--- config.mk ---
export PLATFORM = sky130hd
export DESIGN_NAME = z80fi_mem_log
export DESIGN_NICKNAME = d
export VERILOG_FILES = /design/src/rtl/z80fi_pkg.sv /design/src/rtl/z80fi_sync_fifo.sv /design/src/rtl/z80fi_mem_log.sv
export SDC_FILE = /design/constraint.sdc
export NUM_CORES = 1
export LEC_CHECK = 0
export CAP_MARGIN = 20
export CELL_PAD_IN_SITES_DETAIL_PLACEMENT = 1
export CELL_PAD_IN_SITES_GLOBAL_PLACEMENT = 2
export CORE_MARGIN = 2
export CORE_UTILIZATION = 39
export CTS_CLUSTER_DIAMETER = 100
export DETAILED_ROUTE_END_ITERATION = 10
export HOLD_SLACK_MARGIN = 0.08
export PLACE_DENSITY_LB_ADDON = 0.1
export SLEW_MARGIN = 10
export SYNTH_ARGS = -nofsm -noshare
export SYNTH_HDL_FRONTEND = slang
export SYNTH_SLANG_ARGS = --single-unit
export TNS_END_PERCENT = 30
--- constraint.sdc ---
create_clock -name clk -period 4 [get_ports clk]
set_input_delay 0.8 -clock clk [delete_from_list [all_inputs] [get_ports clk]]
set_output_delay 0.8 -clock clk [all_outputs]
set_load 0.01 [all_outputs]
--- src/rtl/z80fi_pkg.sv ---
`default_nettype none
// ============================================================================
// Module      : z80fi_pkg
// Description : Shared types and constants for the z80fi memory-activity
//               monitor: log-entry layout, entry width and default sizes.
// Revision    : 1.0 - initial release
// ============================================================================
package z80fi_pkg;

  // One logged memory write: address in the upper bits, data byte below.
  typedef struct packed {
    logic [15:0] addr;
    logic [7:0]  data;
  } log_entry_t;

  localparam int c_entry_w       = 24;
  localparam int c_default_cnt_w = 32;
  localparam int c_default_depth = 8;

endpackage
`default_nettype wire

--- src/rtl/z80fi_sync_fifo.sv ---
`default_nettype none
// ============================================================================
// Module      : z80fi_sync_fifo
// Description : Single-clock first-word-fall-through FIFO. The head entry is
//               presented combinationally from storage whenever the FIFO is
//               non-empty. Occupancy is kept in a dedicated level counter so
//               the pointers can simply wrap modulo DEPTH.
// Ports       : clk, reset      - clock, synchronous active-high reset
//               push, wdata     - write request and entry
//               pop             - consume head entry (ignored when empty)
//               rdata           - head entry (valid while !empty)
//               full, empty     - occupancy flags
//               level           - current occupancy, 0..DEPTH
// Revision    : 1.0 - initial release
// ============================================================================
module z80fi_sync_fifo #(
  parameter  int WIDTH = 24,
  parameter  int DEPTH = 8,
  localparam int AW    = $clog2(DEPTH),
  localparam int LW    = AW + 1
) (
  input  logic             clk,
  input  logic             reset,
  input  logic             push,
  input  logic [WIDTH-1:0] wdata,
  input  logic             pop,
  output logic [WIDTH-1:0] rdata,
  output logic             full,
  output logic             empty,
  output logic [LW-1:0]    level
);

  logic [WIDTH-1:0] r_mem [DEPTH];
  logic [AW-1:0]    r_wr_ptr;
  logic [AW-1:0]    r_rd_ptr;
  logic [LW-1:0]    r_level;

  logic w_do_pop;
  logic w_do_push;

  assign full  = (r_level == LW'(DEPTH));
  assign empty = (r_level == '0);
  assign level = r_level;
  assign rdata = r_mem[r_rd_ptr];

  // A pop frees a slot in the same cycle, so a push into a full FIFO is
  // accepted when it coincides with a pop.
  assign w_do_pop  = pop & ~empty;
  assign w_do_push = push & (~full | w_do_pop);

  always_ff @(posedge clk) begin
    if (reset) begin
      r_wr_ptr <= '0;
      r_rd_ptr <= '0;
      r_level  <= '0;
    end else begin
      if (w_do_push) r_wr_ptr <= r_wr_ptr + 1'b1;
      if (w_do_pop)  r_rd_ptr <= r_rd_ptr + 1'b1;
      case ({w_do_push, w_do_pop})
        2'b10:   r_level <= r_level + 1'b1;
        2'b01:   r_level <= r_level - 1'b1;
        default: r_level <= r_level;
      endcase
    end
  end

  // Storage needs no reset: entries are only visible through level.
  always_ff @(posedge clk) begin
    if (w_do_push) r_mem[r_wr_ptr] <= wdata;
  end

endmodule
`default_nettype wire

--- src/rtl/z80fi_mem_log.sv ---
`default_nettype none
// ============================================================================
// Module      : z80fi_mem_log
// Description : Retirement-side monitor on the z80fi formal interface. Keeps
//               saturating counts of retired instructions, memory reads and
//               memory writes, and logs every retired write {addr, data} into
//               a FIFO drained over a valid/ready port.
// Ports       : clk, reset                 - clock, sync active-high reset
//               z80fi_valid                - one instruction retires
//               z80fi_mem_rd / _mem_wr     - retiring access type
//               z80fi_mem_addr / _wdata    - retiring address / write byte
//               insn_count, memrd_count,
//               memwr_count                - saturating statistics
//               rd_and_wr_seen             - sticky, both reads and writes seen
//               log_valid/ready/addr/data  - write-log drain port
//               log_level                  - write-log occupancy
//               log_overflow               - sticky, a write was dropped
// Revision    : 1.0 - initial release
// ============================================================================
module z80fi_mem_log
  import z80fi_pkg::*;
#(
  parameter int CNT_W = c_default_cnt_w,
  parameter int DEPTH = c_default_depth
) (
  input  logic                     clk,
  input  logic                     reset,
  input  logic                     z80fi_valid,
  input  logic                     z80fi_mem_rd,
  input  logic                     z80fi_mem_wr,
  input  logic [15:0]              z80fi_mem_addr,
  input  logic [7:0]               z80fi_mem_wdata,
  output logic [CNT_W-1:0]         insn_count,
  output logic [CNT_W-1:0]         memrd_count,
  output logic [CNT_W-1:0]         memwr_count,
  output logic                     rd_and_wr_seen,
  output logic                     log_valid,
  input  logic                     log_ready,
  output logic [15:0]              log_addr,
  output logic [7:0]               log_data,
  output logic [$clog2(DEPTH):0]   log_level,
  output logic                     log_overflow
);

  localparam logic [CNT_W-1:0] c_cnt_max = {CNT_W{1'b1}};

  logic [CNT_W-1:0] r_insn_count;
  logic [CNT_W-1:0] r_memrd_count;
  logic [CNT_W-1:0] r_memwr_count;
  logic             r_rd_and_wr_seen;
  logic             r_log_overflow;

  logic             w_retire_rd;
  logic             w_retire_wr;
  logic             w_pop;
  logic             w_full;
  logic             w_empty;
  logic             w_drop;
  log_entry_t       w_push_entry;
  log_entry_t       w_head;

  // Access qualifiers only mean something on a retiring cycle.
  assign w_retire_rd = z80fi_valid & z80fi_mem_rd;
  assign w_retire_wr = z80fi_valid & z80fi_mem_wr;

  assign w_pop  = log_valid & log_ready;
  // Full with no simultaneous pop: the write has nowhere to go.
  assign w_drop = w_retire_wr & w_full & ~w_pop;

  assign w_push_entry.addr = z80fi_mem_addr;
  assign w_push_entry.data = z80fi_mem_wdata;

  always_ff @(posedge clk) begin
    if (reset) begin
      r_insn_count     <= '0;
      r_memrd_count    <= '0;
      r_memwr_count    <= '0;
      r_rd_and_wr_seen <= 1'b0;
      r_log_overflow   <= 1'b0;
    end else begin
      if (z80fi_valid && r_insn_count != c_cnt_max)
        r_insn_count <= r_insn_count + 1'b1;
      if (w_retire_rd && r_memrd_count != c_cnt_max)
        r_memrd_count <= r_memrd_count + 1'b1;
      // Dropped writes still count: the counter tracks retirements, not log
      // entries.
      if (w_retire_wr && r_memwr_count != c_cnt_max)
        r_memwr_count <= r_memwr_count + 1'b1;
      // Looks at the registered counts, so the flag trails them by a cycle.
      if (r_memrd_count != '0 && r_memwr_count != '0)
        r_rd_and_wr_seen <= 1'b1;
      if (w_drop)
        r_log_overflow <= 1'b1;
    end
  end

  z80fi_sync_fifo #(
    .WIDTH (c_entry_w),
    .DEPTH (DEPTH)
  ) u_fifo (
    .clk   (clk),
    .reset (reset),
    .push  (w_retire_wr & ~w_drop),
    .wdata (w_push_entry),
    .pop   (w_pop),
    .rdata (w_head),
    .full  (w_full),
    .empty (w_empty),
    .level (log_level)
  );

  assign insn_count     = r_insn_count;
  assign memrd_count    = r_memrd_count;
  assign memwr_count    = r_memwr_count;
  assign rd_and_wr_seen = r_rd_and_wr_seen;
  assign log_overflow   = r_log_overflow;
  assign log_valid      = ~w_empty;
  assign log_addr       = w_head.addr;
  assign log_data       = w_head.data;

endmodule
`default_nettype wire

==> flow_metrics.py, run 1 <==
metrics = {
    "outcome": {
        "status": "finished, final reports clean",
    },
    "grt": {
        "grt_max_degree": 55,
        "grt_use_total": 0.193,
        "antenna_found_initial": 1,
        "grt.overflow.total": 0,
        "grt_pass1_wl_mm": 52.2,
        "grt_pass1_vias": 9106,
    },
    "logic_synthesis": {
        "synth_area_leader_cell": "edfxtp_1",
        "synth_simple_gate_area_share": 0.150,
        "yosysMostFrequentCell": "edfxtp_1",
        "syn_avg_cell_area_sq_um": 13.2,
        "synth_fa_ha_area_frac": 0.00968,
        "synthMuxAreaShare": 0.117,
        "synth_compound_gate_area_share": 0.0687,
        "yosys_most_used_dff": "edfxtp_1",
        "async_reset_ff_frac": 0,
        "synth_top_family_by_area": "simple AND/OR/NAND/NOR gates",
        "yosys_warnings": 0,
        "synth-seq-cells": 303,
        "yosysUniqueCellTypes": 51,
        "synth_xor_area_frac": 0.0183,
        "synth_edf_count": 192,
        "synth_top_area_share": 0.446,
        "ys_seq_area_frac": 0.618,
        "syn_nets": 1019,
        "syn_area_sq_mm": 0.0129,
        "synth_common_cells": "192 x edfxtp_1, 111 x dfxtp_1, 66 x a21oi_1",
        "synthCells": 979,
        "synth_area_leaders": "edfxtp_1 45%, dfxtp_1 17%, mux4_2 8.4%",
    },
    "worst_setup_path": {
        "critPathMaxFanout": 16,
        "ff2ff_setup_slack_ns": 1.18,
        "path_class": "reg -> out",
        "cp-start-kind": "register",
        "critPathCaptureType": "output port",
        "crit_arrival_ns": 2.72,
        "crit_required_ns": 3.20,
    },
    "clocking": {
        "path_clk_slew_ns": 0.06,
        "cts_buffers": 34,
        "h-tree-depth": 2,
        "cts_resized": 0,
        "clock_path_buffers": 3,
        "cts_root_buf": "clkbuf_16",
        "hold_buffers": 0,
        "clock_latency_ns": 0.51,
        "cts_tree": "done",
        "cts_setup_buffers": 0,
        "cts.sinks": 303,
    },
    "placed_design": {
        "place.gp.congestion": 0.781,
        "port_buffers": 156,
        "hpwl_mm": 21.1,
        "pre_cts_slack_ns": 0.487,
        "dp_cells": 1558,
    },
    "power_and_ir_drop": {
        "total_power_uw": 7700,
        "clkPwrFrac": 0.404,
        "leakagePower_uw": 0.00506,
        "p_int_uw": 5900,
        "seqPwrFrac": 0.452,
        "ir_drop_mv": 0.237,
        "p_comb_frac": 0.144,
        "powerDensity_mw_per_mm2": 473,
        "switching_share": 0.234,
        "power_switching_uw": 1800,
    },
    "timing": {
        "final.setup_skew_ns": 0.0135,
        "rsz0062_at_grt": "no",
        "fin_ws_ns": 0.479,
        "fin_tns_setup_ns": 0,
        "period_share": 0.880,
        "finalSetupViolations": 0,
        "tightest_slew_ns": 0.985,
        "hold_viol_final": 0,
        "slew_headroom": 0.338,
        "period_minus_slack_ns": 3.52,
        "max_freq_mhz": 284,
        "drv_slew": 0,
    },
    "min_path": {
        "hp-class": "reg -> reg",
    },
    "floorplan": {
        "start_util": 0.396,
        "die_area_sq_mm": 0.0346,
        "coreArea_sq_mm": 0.0326,
        "die_h_um": 186,
        "io_pins": 157,
        "die_w_um": 186,
        "floorplan.rows": 66,
    },
    "finish": {
        "final_cells": 1621,
        "final_layout_size_suffix_gt1_frac": 0.159,
        "antennaDiodeCount": 0,
        "area_growth_syn_to_layout_pct": 25.9,
        "fin_nets": 1193,
    },
    "routing": {
        "vias": 8929,
        "wl_per_cell_um": 20.2,
        "avgViaCountPerCell": 5.51,
        "ant_nets": 0,
        "drtIter0Drc": 384,
        "routed_wl_mm": 32.8,
        "first_pass_iters": 7,
        "drc_errors": 0,
    },
    "flow_run": {
        "cap_violations": 0,
    },
}
routing by layer:
layer  wire length (um)  share of wire  track usage
met1              14700           0.45        0.259
met2              15700           0.48        0.320
met3               1710          0.052       0.0405
met4                675          0.021       0.0501
met5                 13        0.00040            0
cells in the final DEF, fill, tap and decap left out, drive strengths merged, types with 13 or more instances in the layout:
master and instances:
xor2 20, or4 31, and4 15, nand3 39
mux4 48, nor2b 18, clkdlybuf4s50 155, edfxtp 192
a21oi 66, mux2 37, dfxtp 111, inv 13
buf 27, or3 38, clkbuf 52, nand4 33
nor4 25, o21ai 43, nand2 48, o31ai 22
nor2 56
critical path, cell delays in order, from the launching register on:
cell and delay [ns]:
dfxtp_4 0.56, buf_4 0.32, mux4_2 0.55, mux2_2 0.29, clkdlybuf4s50_1 0.48
cell families (layout without fill, tap and decap cells):
logic type | Yosys count | in the layout
AO/OA/AOI/OAI | 153 | 153
XOR/XNOR | 27 | 27
adder cells (fa/ha/maj) | 10 | 10
buffers and inverters | 58 | 258
flip-flops | 303 | 303
multiplexers | 87 | 87
AND/OR/NAND/NOR | 341 | 341
final timing paths:
kind,from,to,depth (start not counted)
max,register,log_addr[3],4
min,rd_and_wr_seen,rd_and_wr_seen,2
max reg2reg,insn_count[0],insn_count[22],6
min reg2reg,rd_and_wr_seen,rd_and_wr_seen,2
registers in the layout (all words and copies together) (netlist names), named ones only:
| register | cells |
|---|---|
| insn_count | 32 |
| u_fifo.r_rd_ptr | 3 |
| rd_and_wr_seen | 1 |
| memwr_count | 32 |
| memrd_count | 32 |
| u_fifo.level | 4 |
| u_fifo.r_mem | 192 |
| log_overflow | 1 |
| u_fifo.r_wr_ptr | 3 |
stage by stage:
step	cell area, sq um	util	hold WS, ns
CTS	16300	0.499	0.458
floorplan	12900	-	0.454
global placement	15100	0.464	0.433
detailed placement	15100	0.464	0.450
global route	16300	0.499	0.471
finish	16300	0.499	0.453
power groups by stage:
stage | Sequential, uW | Combinational [uW] | Clock, uW
after CTS | 3490 | 1140 | 3210
after floorplan | 3490 | 728 | 0
after detailed placement | 3550 | 1130 | 0
after global placement | 3550 | 1120 | 0
after global routing | 3500 | 1220 | 3340
final | 3480 | 1110 | 3110
final cells by class:
| cell class | count | area [sq um] |
|---|---|---|
| Clock buffer | 51 | 1030 |
| Clock inverter | 11 | 113 |
| Fill cell | 3278 | 16300 |
| Inverter | 13 | 48.8 |
| Multi-Input combinational cell | 618 | 4740 |
| Sequential cell | 303 | 7990 |
| Tap cell | 442 | 553 |
| Timing Repair Buffer | 183 | 1800 |
Power figures use the tool's default switching activity.
==> inputs of run 2 (changes only) <==
--- a/config.mk
+++ b/config.mk
@@ -8,7 +8,7 @@
 export CAP_MARGIN = 20
 export CELL_PAD_IN_SITES_DETAIL_PLACEMENT = 1
 export CELL_PAD_IN_SITES_GLOBAL_PLACEMENT = 2
-export CORE_MARGIN = 2
+export CORE_MARGIN = 4
 export CORE_UTILIZATION = 39
 export CTS_CLUSTER_DIAMETER = 100
 export DETAILED_ROUTE_END_ITERATION = 10
==> run 2 against run 1 <==
  * Sequential power hardly changed
  * Highest routed layer is now met4
  * Power is 1.7% higher
  * Critical path type unchanged
  * Largest power group unchanged
  * Register-to-register slack improved by 0.10 ns
  * Clock skew up 0.0065 ns
  * Worst setup slack lost 0.030 ns
==> flow_metrics.py, run 2 (synthesis results as in run 1) <==
metrics = {
    "floorplan": {
        "start_util": 0.396,
        "floorplan.rows": 66,
        "die_h_um": 190,
        "die_area_sq_mm": 0.0361,
        "io_pins": 157,
        "die_w_um": 190,
        "coreArea_sq_mm": 0.0326,
    },
    "clocking": {
        "path_clk_slew_ns": 0.06,
        "clock_path_buffers": 3,
        "cts.sinks": 303,
        "hold_buffers": 0,
        "cts_resized": 0,
        "cts_setup_buffers": 0,
        "h-tree-depth": 2,
        "cts_root_buf": "clkbuf_16",
        "clock_latency_ns": 0.51,
        "cts_tree": "done",
        "cts_buffers": 35,
    },
    "outcome": {
        "status": "finished, final reports clean",
    },
    "flow_run": {
        "cap_violations": 0,
    },
    "routing": {
        "routed_wl_mm": 33.1,
        "avgViaCountPerCell": 5.51,
        "drc_errors": 0,
        "vias": 8933,
        "drtIter0Drc": 494,
        "wl_per_cell_um": 20.4,
        "ant_nets": 0,
        "first_pass_iters": 5,
    },
    "finish": {
        "multiInputGateArea_sq_mm": 0.00474,
        "area_growth_syn_to_layout_pct": 26.2,
        "mostFrequentLayoutCells": "192 x edfxtp_1, 155 x clkdlybuf4s50_1, 109 x dfxtp_1",
        "top_register": "u_fifo.r_mem",
        "final_layout_size_suffix_gt1_frac": 0.159,
        "regArea_sq_mm": 0.00799,
        "layout_commonest_cell": "edfxtp_1",
        "nFillCells": 3297,
        "fin_nets": 1193,
        "largest_reg_flops": 192,
        "post-route-util": 0.500,
        "design_area_sq_mm": 0.0163,
        "antennaDiodeCount": 0,
    },
    "grt": {
        "grt_use_total": 0.184,
        "grt_pass1_wl_mm": 53.3,
        "grt_max_degree": 64,
        "antenna_found_initial": 0,
        "grt.overflow.total": 0,
        "grt_pass1_vias": 9422,
    },
    "timing": {
        "drv_slew": 0,
        "max_freq_mhz": 282,
        "tightest_slew_ns": 0.956,
        "hold_ws_ns": 0.447,
        "finalSetupViolations": 0,
        "final.setup_skew_ns": 0.0201,
        "rsz0062_at_grt": "no",
        "slew_headroom": 0.358,
        "fin_tns_setup_ns": 0,
        "period_minus_slack_ns": 3.55,
        "hold_viol_final": 0,
        "period_share": 0.888,
    },
    "worst_setup_path": {
        "crit_required_ns": 3.20,
        "cp-start-kind": "register",
        "critPathMaxFanout": 14,
        "path_class": "reg -> out",
        "crit_arrival_ns": 2.75,
        "critPathCaptureType": "output port",
    },
    "placed_design": {
        "placed_area_sq_mm": 0.0151,
        "hpwl_mm": 21.3,
        "port_buffers": 156,
        "place.gp.congestion": 0.753,
    },
    "min_path": {
        "hp-class": "reg -> reg",
    },
    "power_and_ir_drop": {
        "powerDensity_mw_per_mm2": 481,
        "ir_drop_mv": 0.248,
        "leakagePower_uw": 0.00509,
    },
}
run 2: through the flow:
stage	instances	power [uW]	setup slack, ns
after floorplan	979	4220	0.571
after global placement	1558	4670	0.588
after detailed placement	1558	4700	0.561
after CTS	1621	7970	0.386
after global routing	1621	8190	0.338
final	1621	7840	0.449
run 2: path summary, 6_finish.rpt:
check | endpoint | from | cells past startpoint | slack [ns]
max | log_addr[1] | register | 4 | 0.45
max reg2reg | insn_count[22] | insn_count[0] | 8 | 1.28
min reg2reg | rd_and_wr_seen | rd_and_wr_seen | 2 | 0.45
min | rd_and_wr_seen | rd_and_wr_seen | 2 | 0.45
run 2: area by class of cell:
type | instances | share of cell area
Tap cell | 442 | 0.0339
Clock inverter | 17 | 0.0105
Sequential cell | 303 | 0.490
Inverter | 13 | 0.00299
Clock buffer | 46 | 0.0619
Timing Repair Buffer | 182 | 0.110
Multi-Input combinational cell | 618 | 0.291
run 2: critical path, stage by stage, from the launching register on:
cell and delay [ns]:
dfxtp_4 0.53, buf_4 0.36, mux4_2 0.56, mux2_2 0.30
clkdlybuf4s50_1 0.48
run 2: routing by layer:
layer,GRT usage,vias up,share of wire
met4,0.0392,0,0.016
met2,0.315,175,0.50
met3,0.0350,46,0.044
met1,0.245,4519,0.44
li1,-,4193,-
met5,0,-,0
run 2: power breakdown:
group	switching [uW]	internal, uW
combinational	483	654
clock	1260	1970
sequential	81.9	3380
==> inputs of run 3 (changes only) <==
--- a/config.mk
+++ b/config.mk
@@ -9,11 +9,11 @@
 export CELL_PAD_IN_SITES_DETAIL_PLACEMENT = 1
 export CELL_PAD_IN_SITES_GLOBAL_PLACEMENT = 2
 export CORE_MARGIN = 4
-export CORE_UTILIZATION = 39
+export CORE_UTILIZATION = 35
 export CTS_CLUSTER_DIAMETER = 100
 export DETAILED_ROUTE_END_ITERATION = 10
 export HOLD_SLACK_MARGIN = 0.08
-export PLACE_DENSITY_LB_ADDON = 0.1
+export PLACE_DENSITY_LB_ADDON = 0.3
 export SLEW_MARGIN = 10
 export SYNTH_ARGS = -nofsm -noshare
 export SYNTH_HDL_FRONTEND = slang
==> constraint.sdc (replaced) <==
create_clock -name clk -period 3.2 [get_ports clk]
set_input_delay 0.64 -clock clk [delete_from_list [all_inputs] [get_ports clk]]
set_output_delay 0.64 -clock clk [all_outputs]
set_load 0.01 [all_outputs]
==> run 3 against run 2 <==
  * Sequential power rose by 24%
  * Wire length rose by 1.4%
  * Utilization fell by 4.8 points
  * Critical endpoint is now log_addr[14]
  * Largest cell class unchanged
  * Largest power group unchanged
  * Highest routed layer unchanged
==> flow_metrics.py, run 3 (synthesis results as in run 1) <==
metrics = {
    "outcome": {
        "status": "finished, final reports clean",
    },
    "finish": {
        "nFillCells": 3741,
        "largest_reg_flops": 192,
        "antennaDiodeCount": 0,
        "final_cells": 1648,
        "mostFrequentLayoutCells": "192 x edfxtp_1, 153 x clkdlybuf4s50_1, 109 x dfxtp_1",
        "regArea_sq_mm": 0.00799,
        "final_layout_size_suffix_gt1_frac": 0.159,
        "fin_nets": 1198,
        "layout_commonest_cell": "edfxtp_1",
        "multiInputGateArea_sq_mm": 0.00475,
        "top_register": "u_fifo.r_mem",
        "area_growth_syn_to_layout_pct": 27.7,
    },
    "clocking": {
        "cts_tree": "done",
        "clock_latency_ns": 0.52,
        "path_clk_slew_ns": 0.06,
        "cts_buffers": 35,
        "clock_path_buffers": 3,
        "h-tree-depth": 2,
        "hold_buffers": 0,
        "cts_root_buf": "clkbuf_16",
        "cts.sinks": 303,
    },
    "timing": {
        "drv_slew": 0,
        "tightest_slew_ns": 0.706,
        "period_share": 0.967,
        "slew_headroom": 0.525,
        "hold_viol_final": 0,
        "max_freq_mhz": 323,
        "final.setup_skew_ns": 0.0142,
        "rsz0062_at_grt": "no",
        "finalSetupViolations": 0,
        "fin_tns_setup_ns": 0,
        "period_minus_slack_ns": 3.09,
    },
    "grt": {
        "antenna_found_initial": 0,
        "grt_pass1_wl_mm": 53.8,
        "grt_max_degree": 56,
        "grt.overflow.total": 0,
        "grt_use_total": 0.164,
        "grt_pass1_vias": 9329,
    },
    "flow_run": {
        "cap_violations": 0,
    },
    "power_and_ir_drop": {
        "leakagePower_uw": 0.00515,
        "total_power_uw": 9850,
        "ir_drop_mv": 0.330,
        "clkPwrFrac": 0.407,
        "power_switching_uw": 2300,
        "switching_share": 0.233,
        "seqPwrFrac": 0.437,
        "p_comb_frac": 0.155,
        "powerDensity_mw_per_mm2": 597,
        "p_int_uw": 7550,
    },
    "routing": {
        "ant_nets": 0,
        "drtIter0Drc": 400,
        "wl_per_cell_um": 20.4,
        "routed_wl_mm": 33.6,
        "drc_errors": 0,
        "vias": 9004,
        "avgViaCountPerCell": 5.46,
        "first_pass_iters": 4,
    },
    "worst_setup_path": {
        "reg2reg_depth": 6,
        "crit_required_ns": 2.56,
        "ff2ff_setup_slack_ns": 0.64,
        "reg2reg_from": "insn_count[0]",
        "cp-start-kind": "register",
        "path_class": "reg -> out",
        "r2r-end": "insn_count[22]",
        "crit_arrival_ns": 2.45,
        "critPathCaptureType": "output port",
        "critPathMaxFanout": 18,
    },
    "min_path": {
        "hold_start": "rd_and_wr_seen",
        "hp-class": "reg -> reg",
        "worstHoldEndpoint": "rd_and_wr_seen",
        "holdPathStages": 2,
    },
    "floorplan": {
        "floorplan.rows": 70,
        "die_w_um": 200,
        "die_h_um": 200,
        "io_pins": 157,
        "start_util": 0.354,
        "die_area_sq_mm": 0.0401,
        "coreArea_sq_mm": 0.0365,
    },
    "placed_design": {
        "port_buffers": 156,
        "place.gp.congestion": 0.755,
        "dp_cells": 1588,
        "hpwl_mm": 21.5,
    },
}
[run 3: timing repair]
action / CTS / global route
setup endpoints to repair: 1 / 7
cloned: 0 / 1
setup buffers: 0 / 0
gates resized for setup: 1 / 2
[run 3: layer usage]
layer / track usage / wire, um
met4: 0.0381 / 624
met5: 0 / 0
met3: 0.0353 / 1500
met1: 0.226 / 15500
met2: 0.269 / 15900
[run 3: worst max-delay path, cell delays in order (launching register included)]
cell and delay, ns:
dfxtp_4 0.42, buf_12 0.21, mux4_2 0.52, mux2_2 0.30, clkdlybuf4s50_1 0.49
[run 3: power groups by stage]
stage	logic, uW	registers (uW)	clock network (uW)
2_1_floorplan	911	4360	0
3_3_place_gp	1510	4380	0
3_5_place_dp	1530	4380	0
4_1_cts	1540	4300	4150
5_1_grt	1680	4320	4320
6_report	1530	4310	4010
[run 3: per-stage QoR]
stage	cell area [sq um]	utilization	hold WS, ns	setup WS (ns)
after CTS	16500	0.451	0.465	0.00492
after floorplan	12900	-	0.454	-0.0511
after global routing	16500	0.452	0.482	0.000857
after detailed placement	15300	0.419	0.451	0.132
final	16500	0.452	0.456	0.106
after global placement	15300	0.419	0.437	0.160
[run 3: worst max path at each step]
stage | to | slack, ns | cells after the start
floorplan | u_fifo.r_mem[1][0] | -0.05 | 4
CTS | log_data[5] | 0.005 | 4
detailed placement | u_fifo.level[2] | 0.13 | 11
finish | log_addr[14] | 0.11 | 4
global route | log_data[0] | 0.0009 | 4
global placement | u_fifo.level[2] | 0.16 | 11
[run 3: area by class of cell]
class,count,share of cell area
well taps,468,0.0355
clock inverters,16,0.0136
flip-flops and latches,303,0.484
inverters,13,0.00296
multi-input cells,618,0.288
clock buffers,43,0.0555
repair buffers,187,0.120
